**config.mk**
```make
export PLATFORM = sky130hd
export DESIGN_NAME = conv1d_stream_relu
export DESIGN_NICKNAME = d
export VERILOG_FILES = /design/src/rtl/conv1d_stream_relu.sv
export SDC_FILE = /design/constraint.sdc
export NUM_CORES = 1
export LEC_CHECK = 0
export CORE_MARGIN = 2
export CORE_UTILIZATION = 42
export CTS_CLUSTER_SIZE = 28
export DETAILED_ROUTE_END_ITERATION = 12
export MAX_ROUTING_LAYER = met4
export PLACE_DENSITY = 0.65
export SLEW_MARGIN = 0
export SYNTH_ARGS = -nofsm -noshare
export SYNTH_HDL_FRONTEND = slang
export SYNTH_SLANG_ARGS = --single-unit
```
**constraint.sdc**
```tcl
create_clock -name clk -period 7.37 [get_ports clk]
set_input_delay 1.474 -clock clk [delete_from_list [all_inputs] [get_ports clk]]
set_output_delay 1.474 -clock clk [all_outputs]
set_load 0.01 [all_outputs]
```
**src/rtl/conv1d_stream_relu.sv**
```systemverilog
// conv1d_stream_relu: streaming 1-D convolution with runtime filter, stride, saturating MAC and optional ReLU
module conv1d_stream_relu #(
    parameter int T    = 16,
    parameter int X    = 16,
    parameter int F    = 4,
    parameter int S    = 1,
    parameter int RELU = 1
) (
    input  logic         clk,
    input  logic         reset_n,
    input  logic [T-1:0] f_data,
    input  logic         f_valid,
    output logic         f_ready,
    input  logic [T-1:0] x_data,
    input  logic         x_valid,
    output logic         x_ready,
    output logic [T-1:0] y_data,
    output logic         y_valid,
    input  logic         y_ready
);
    localparam int AW = $clog2(X);
    localparam int TW = $clog2(F);
    localparam int CW = $clog2(F + 3);
    localparam logic [AW-1:0] LAST_B = AW'(X - F);
    localparam logic signed [T-1:0] SMAX = {1'b0, {(T-1){1'b1}}};
    localparam logic signed [T-1:0] SMIN = {1'b1, {(T-1){1'b0}}};

    if (F < 2 || F > X || S < 1 || (X - F) % S != 0) begin : g_bad_params
        $error("conv1d_stream_relu: need 2 <= F <= X, S >= 1 and (X-F) divisible by S");
    end

    typedef enum logic [1:0] {LOADF, LOADX, COMPUTE, OUTPUT} state_t;
    state_t state, state_nx;

    logic [TW-1:0] fcnt;
    logic [AW-1:0] xcnt, b, addr;
    logic [CW-1:0] cnt;
    logic signed [T-1:0] taps [F];
    logic signed [T-1:0] mem [X];
    logic signed [T-1:0] rd_data, tap_q, prod, acc, mul_sat, sum_sat;
    logic signed [2*T-1:0] mul;
    logic signed [T:0] sum;
    logic rd_v, p_v;
    logic f_hs, x_hs, y_hs, f_last, x_last, issue, done, start;

    assign f_hs    = f_valid && f_ready;
    assign x_hs    = x_valid && x_ready;
    assign y_hs    = y_valid && y_ready;
    assign f_last  = fcnt == TW'(F - 1);
    assign x_last  = xcnt == AW'(X - 1);
    assign issue   = state == COMPUTE && cnt < CW'(F);
    assign done    = state == COMPUTE && cnt == CW'(F + 2);
    assign start   = state_nx == COMPUTE && state != COMPUTE;
    assign addr    = b + AW'(cnt);
    assign mul     = rd_data * tap_q;
    assign mul_sat = (&mul[2*T-1:T-1] || ~|mul[2*T-1:T-1]) ? mul[T-1:0] : (mul[2*T-1] ? SMIN : SMAX);
    assign sum     = {acc[T-1], acc} + {prod[T-1], prod};
    assign sum_sat = (sum[T] == sum[T-1]) ? sum[T-1:0] : (sum[T] ? SMIN : SMAX);

    // state register; reset forces LOADF, which also invalidates the stored filter
    always_ff @(posedge clk or negedge reset_n) begin
        if (!reset_n) state <= LOADF;
        else          state <= state_nx;
    end

    // next state and handshake outputs, all gated by reset so nothing is offered during reset
    always_comb begin
        state_nx = state;
        f_ready  = 1'b0;
        x_ready  = 1'b0;
        y_valid  = 1'b0;
        unique case (state)
            LOADF: begin
                f_ready  = reset_n;
                state_nx = (f_hs && f_last) ? LOADX : LOADF;
            end
            LOADX: begin
                x_ready  = reset_n;
                state_nx = (x_hs && x_last) ? COMPUTE : LOADX;
            end
            COMPUTE: state_nx = done ? OUTPUT : COMPUTE;
            OUTPUT: begin
                y_valid  = reset_n;
                state_nx = y_hs ? (b == LAST_B ? LOADX : COMPUTE) : OUTPUT;
            end
        endcase
    end

    // counters, window base and the read -> product -> accumulate -> output pipeline
    always_ff @(posedge clk or negedge reset_n) begin
        if (!reset_n) begin
            fcnt    <= '0;
            xcnt    <= '0;
            cnt     <= '0;
            b       <= '0;
            rd_v    <= 1'b0;
            p_v     <= 1'b0;
            rd_data <= '0;
            tap_q   <= '0;
            prod    <= '0;
            acc     <= '0;
            y_data  <= '0;
        end else begin
            if (f_hs) fcnt <= f_last ? '0 : fcnt + TW'(1);
            if (x_hs) xcnt <= x_last ? '0 : xcnt + AW'(1);
            cnt  <= state == COMPUTE ? cnt + CW'(1) : '0;
            rd_v <= issue;
            p_v  <= rd_v;
            if (issue) begin
                rd_data <= mem[addr];
                tap_q   <= taps[TW'(cnt)];
            end
            prod <= mul_sat;
            if (start)    acc <= '0;
            else if (p_v) acc <= sum_sat;
            if (done) y_data <= (RELU != 0 && acc[T-1]) ? '0 : acc;
            if (x_hs && x_last) b <= '0;
            else if (y_hs)      b <= b == LAST_B ? '0 : b + AW'(S);
        end
    end

    // tap register file and sample buffer need no reset; the FSM decides when they are valid
    always_ff @(posedge clk) begin
        if (f_hs) taps[fcnt] <= f_data;
        if (x_hs) mem[xcnt] <= x_data;
    end
endmodule

```
==> metrics.cfg, run 1 <==
[setup_path]
cp_top_family = adder cells
arrival_ns = 7.60
path_buf_inv = 4
cpMaxStageDelayCell = dfrtp_4
crit_fanout = 17
slowest_delay_ns = 0.58
ff2ff_path_depth = 21
critPathCaptureType = register
critical_path_required_ns = 7.84
cp-start-kind = register
cp_cell_sequence = and2_1, fa_1, inv_1, fa_1, fa_1, inv_1, fa_1, fa_1, inv_1, fa_1, inv_1, ha_1, a21oi_4, o211ai_1, nor2_2, and2_1, o221ai_1, nor3_2, or4b_1, or4_1, o31ai_2
worst-setup-path-type = register to register
cp_common_cell = fa_1
critical_path_depth = 21

[timing]
drv_slew = 0
finClkSkew_ns = 0.0508
rsz0062_at_grt = true
hold_viol_final = 0
finalSetupViolCount = 0
fin_crit_sh = 0.967
fin_crit_ns = 7.13
tightestPinTransition_ns = 1.17
setup-tns-final_ns = 0
slew_headroom = 0.220
fmax_mhz = 140

[finish]
layout.nets = 2550
final_layout_size_suffix_gt1_frac = 0.138
fin_area_sq_um = 30400
area_delta_synth_final_pct = 11.9

[synth]
synth_seq_cells = 416
ys_async_sr_fraction = 0.231
seq_area_frac_synth = 0.442
ys.flop_type = edfxtp_1
synth_top_area_share = 0.354
yosys_warnings = 0
synth_top_area_cell = edfxtp_1
avgSynthCellArea_sq_um = 13.1
synth_edf_count = 320
synth_area_sq_um = 27100
synthTopCellsByArea = edfxtp_1, fa_1, dfrtp_1
syn_inst = 2077
ys_types = 78
mappedNetlistNets = 2491

[clock_network]
cts_tree = built
worstSkewPairLatency_ns = 0.60
cts-htree-levels = 2
cts_buffers = 43
cts.sinks = 416
cts.path.max_buffers = 3
ctsRootBufferMaster = clkbuf_16
clk_pin_slew_ns = 0.06

[detailed_routing]
wire_per_inst_um = 20.6
detail-route-antenna-nets = 0
drt-initial-drc-count = 1139
viasPerCell = 5.35
first_pass_iters = 5
drcViolationCount = 0
routed_wl_mm = 62.5
vias = 16200

[min_path]
holdPathStages = 0
hold_path_class = register to register

[grt]
grt_max_degree = 53
grt_usage = 0.200
grt_pass1_vias = 17400
overflow = 0
grt_pass1_wl_mm = 100
antenna_found_initial = 1

[die]
die_height_um = 258
num_io_pins = 56
die_w_um = 258
core-area_sq_um = 64200
initial_core_util = 0.423
die-area_sq_um = 66700
rows = 93

[run_status]
status = completed

[job]
maxCapViolations = 0

[placed_design]
hpwl_mm = 45.2
place_area_sq_um = 28800
gp_congestion = 0.897
io_buffers = 54

[placed cells by master (no fill, tap or decap), drive strengths merged, types with 5 or more instances in the layout]
cell,n
clkdlybuf4s50,53
o31ai,6
nor4,6
a31oi,11
edfxtp,320
nand2,185
o21bai,5
nand3,21
bufinv,6
a311oi,20
xor2,7
nand4,5
o21a,11
o211ai,8
mux4,96
and2,130
and3,12
clkinv,11
nor2,73
clkbuf,52
dfrtp,96
xnor2,36
buf,47
nand2b,29
a21oi,41
o21ai,65
ha,113
mux2,32
clkinvlp,6
inv,293
nor3,20
a21o,24
a211oi,9
fa,264
[logic make-up after synthesis]
| group | Yosys count | share of synthesized area |
|---|---|---|
| flops | 416 | 0.442 |
| simple gates | 506 | 0.0934 |
| fa+ha+maj | 377 | 0.247 |
| other cells | 1 | 0.000138 |
| xor+xnor | 43 | 0.0139 |
| buf+inv | 375 | 0.0530 |
| compound gates | 227 | 0.0560 |
| mux | 132 | 0.0944 |
[layout make-up]
type / count / area (sq um)
Antenna cell: 1 / 2.50
Clock buffer: 52 / 1120
Clock inverter: 27 / 364
Fill cell: 5650 / 33900
Inverter: 289 / 1080
Multi-Input combinational cell: 1286 / 13800
Sequential cell: 416 / 12000
Tap cell: 855 / 1070
Timing Repair Buffer: 100 / 883
[cells in the mapped netlist (all sizes together), types with 2 or more instances]
cell type and instances:
and3 12, xor2 7, and4 3, or4 2, ha 113, a21oi 41
a31o 3, o41ai 2, nand2 185, a21o 24, mux2 32, mux2i 4
xnor2 36, a311oi 20, a41oi 2, inv 289, or2 3, nand4b 2
fa 264, buf 19, o21ai 65, or3 3, a31oi 11, or4b 2
o311a 2, nor4 6, o31ai 6, dfrtp 96, nor3 20, and2 130
nor2 73, o21a 11, nand2b 29, a211o 2, nor2b 3, o211ai 8
mux4 96, edfxtp 320, nand4 5, o22ai 2, a211oi 9, o21bai 5
nor3b 4, nand3 21, clkbuf 67
[sequential cells by signal, indices dropped and copies added, names as in the netlist]
register / count
acc: 16
b: 4
cnt: 3
fcnt: 2
mem: 256
p_v: 1
prod: 16
rd_data: 16
rd_v: 1
state: 2
tap_q: 16
taps: 64
xcnt: 4
y_data: 15
[per-layer routing]
metal | up-vias | share of wire | GRT usage
li1 | 7263 | - | -
met1 | 8468 | 0.43 | 0.256
met2 | 392 | 0.50 | 0.333
met3 | 77 | 0.047 | 0.0276
met4 | 0 | 0.026 | 0.0573
met5 | - | 0 | -
[through the flow]
stage                     std cells   util  setup slack, ns  hold WS [ns]
after floorplan                2077      -            0.444         0.331
after detailed placement       2945  0.448          -0.0373         0.350
after CTS                      3024  0.472           0.0142         0.366
after global routing           3026  0.473          -0.0283         0.372
after global placement         2945  0.448          -0.0482         0.334
final                          3026  0.473            0.241         0.360
[worst register-to-register path: stages (launching register included)]
cell      delay [ns]
dfrtp_4         0.58
and2_1          0.20
fa_1            0.56
inv_1           0.07
fa_1            0.51
fa_1            0.51
inv_1           0.05
fa_1            0.49
fa_1            0.49
inv_1           0.05
fa_1            0.57
inv_1           0.07
ha_1            0.38
a21oi_4         0.26
o211ai_1        0.15
nor2_2          0.22
and2_1          0.24
o221ai_1        0.24
nor3_2          0.15
or4b_1          0.43
or4_1           0.55
o31ai_2         0.23
[timing repair]
action,4_1_cts,5_1_grt
setup endpoints to repair,15,15
pin swaps,0,1
gates resized for setup,6,26
hold buffers,0,0
setup buffers,0,1
endpoints found under the hold margin,0,0
[final timing paths]
kind | start | endpoint | slack [ns]
hold reg to reg | rd_v | p_v | 0.36
hold / removal | rd_v | p_v | 0.36
setup / recovery | rd_data[14] | prod[13] | 0.24
setup reg to reg | rd_data[14] | prod[13] | 0.24
min in group asynchronous | reset_n | acc[15] | 0.96
max in group asynchronous | reset_n | tap_q[3] | 5.16
Power of run 1 is left out: the tool's default activity adds up to more than one toggle a clock period on the data nets, which glitch-free logic cannot reach.
==> run 2, diff against run 1 <==
--- a/config.mk
+++ b/config.mk
@@ -7,10 +7,11 @@
 export LEC_CHECK = 0
 export CORE_MARGIN = 2
 export CORE_UTILIZATION = 42
+export CTS_BUF_LIST = sky130_fd_sc_hd__clkbuf_2 sky130_fd_sc_hd__clkbuf_4 sky130_fd_sc_hd__clkbuf_8
 export CTS_CLUSTER_SIZE = 28
 export DETAILED_ROUTE_END_ITERATION = 12
 export MAX_ROUTING_LAYER = met4
-export PLACE_DENSITY = 0.65
+export PLACE_DENSITY = 0.71
 export SLEW_MARGIN = 0
 export SYNTH_ARGS = -nofsm -noshare
 export SYNTH_HDL_FRONTEND = slang
==> run 2 against run 1 <==
Cell count up 1.3%; hold slack better by 0.020 ns; sequential cell count unchanged; register-to-register slack better by 0.06 ns; clock-buffer cell count up 47; sequential share of layout area up 0.12 points; clock skew down 0.018 ns; non-clock buffer count up 1; fmax up 0.80%; setup slack better by 0.056 ns; via count down 0.43%; critical path depth unchanged.
==> metrics.cfg, run 2 (synthesis gave the netlist of run 1 again) <==
[run_status]
status = completed

[timing]
fin_crit_sh = 0.960
slew_headroom = 0.330
fmax_mhz = 141
finalSetupViolCount = 0
setup_slack_ns = 0.297
drv_slew = 0
setup-tns-final_ns = 0
tightestPinTransition_ns = 1.00
hold_viol_final = 0
finClkSkew_ns = 0.0331
fin_crit_ns = 7.07
rsz0062_at_grt = false

[setup_path]
cpMaxStageDelayCell = or4_1
cp_cell_sequence = buf_4, nand2_1, fa_1, fa_1, fa_1, inv_1, fa_1, fa_1, inv_1, fa_1, inv_1, ha_1, a21oi_1, o211ai_1, nor2_2, and2_1, o221ai_1, nor3_2, or4b_1, or4_1, o31ai_2
arrival_ns = 7.61
cp-startpoint = tap_q[2]
crit_fanout = 13
worst-setup-path-type = register to register
cp_common_cell = fa_1
slowest_delay_ns = 0.53
rrSetupSlack_ns = 0.30
cp_top_family = adder cells
path_buf_inv = 4
cp-start-kind = register
critical_path_required_ns = 7.90
critPathCaptureType = register
reg2reg_from = tap_q[2]

[die]
core-area_sq_um = 64200
num_io_pins = 56
initial_core_util = 0.423
rows = 93
die-area_sq_um = 66700
die_height_um = 258
die_w_um = 258

[placed_design]
gp_congestion = 0.898
post-place-ws_ns = 0.182
hpwl_mm = 41.7
io_buffers = 54

[min_path]
hold_path_class = register to register
worstHoldStart = rd_v

[grt]
grt_usage = 0.184
overflow = 0
grt_pass1_vias = 17500
grt_pass1_wl_mm = 94.0
grt_max_degree = 65
antenna_found_initial = 0

[finish]
area_delta_synth_final_pct = 11.4
finish.utilization = 0.471
final_cell_mix = edfxtp_1, inv_1, fa_1
final_common_cell = edfxtp_1
largest_registers = mem x256, taps x64
largest_register = mem
layout.nets = 2576
largest_reg_flops = 256
final_layout_size_suffix_gt1_frac = 0.152

[detailed_routing]
wire_per_inst_um = 18.6
drcViolationCount = 0
routed_wl_mm = 57.0
vias = 16100
drt-initial-drc-count = 1024
first_pass_iters = 5
detail-route-antenna-nets = 0
viasPerCell = 5.26

[clock_network]
cts_tree = built
cts.path.max_buffers = 3
worstSkewPairLatency_ns = 0.66
cts-htree-levels = 3
ctsRootBufferMaster = clkbuf_8
cts-hold-fix-buffers = 0
cts_buffers = 68
clk_pin_slew_ns = 0.05
cts.sinks = 416

[job]
maxCapViolations = 0

-- run 2: changes by cell type in the layout (fill, tap and decap cells not counted), moves of 3 or more --
| cell | change |
|---|---|
| clkbuf_16 | -43 |
| clkbuf_4 | +29 |
| clkbuf_8 | +69 |
| clkinv_1 | +4 |
| clkbuf_1 | -8 |
| dfrtp_1 | +3 |
| clkinvlp_4 | -5 |
| bufinv_16 | -5 |
-- run 2: path summary, 6_finish.rpt --
path	to	cells past startpoint
min reg2reg	p_v	0
max	prod[13]	21
max in group asynchronous	rd_data[6]	2
max reg2reg	prod[13]	21
min	p_v	0
min in group asynchronous	y_data[4]	1
-- run 2: worst register-to-register path: cells and delay by family, from the launching register on --
family	cells	cell delay [ns]
DFF	1	0.50
buffers and inverters	4	0.43
adders and majority gates	7	3.35
and+or+nand+nor	6	1.77
AOI/OAI and AO/OA	4	0.92
-- run 2: final cells by class --
class                      count  area (sq um)
fill                        5576         34000
multi-input combinational   1286         13800
sequential                   416         12000
clock buffer                  99          1180
inverter                     289          1080
tap                          855          1070
timing repair buffer         101           891
clock inverter                19           186
antenna                        1          2.50
-- run 2: per-stage QoR --
step           hold slack (ns)  cell area, sq um  instances
2_1_floorplan            0.331             27100       2077
3_3_place_gp             0.369             28800       2947
6_report                 0.380             30300       3066
4_1_cts                  0.376             30200       3065
3_5_place_dp             0.362             28800       2947
5_1_grt                  0.394             30300       3065
-- run 2: layer usage --
layer | vias up | wire, um | global-route usage
met2 | 402 | 29100 | 0.314
met4 | 0 | 1220 | 0.0483
met5 | - | 0 | -
met1 | 8318 | 24000 | 0.229
li1 | 7321 | - | -
met3 | 90 | 2770 | 0.0293
-- run 2: timing repair --
item	CTS	global route
setup buffers	0	0
resized for setup	0	24
setup endpoints to repair	0	15
Power of run 2 is left out for the same reason.
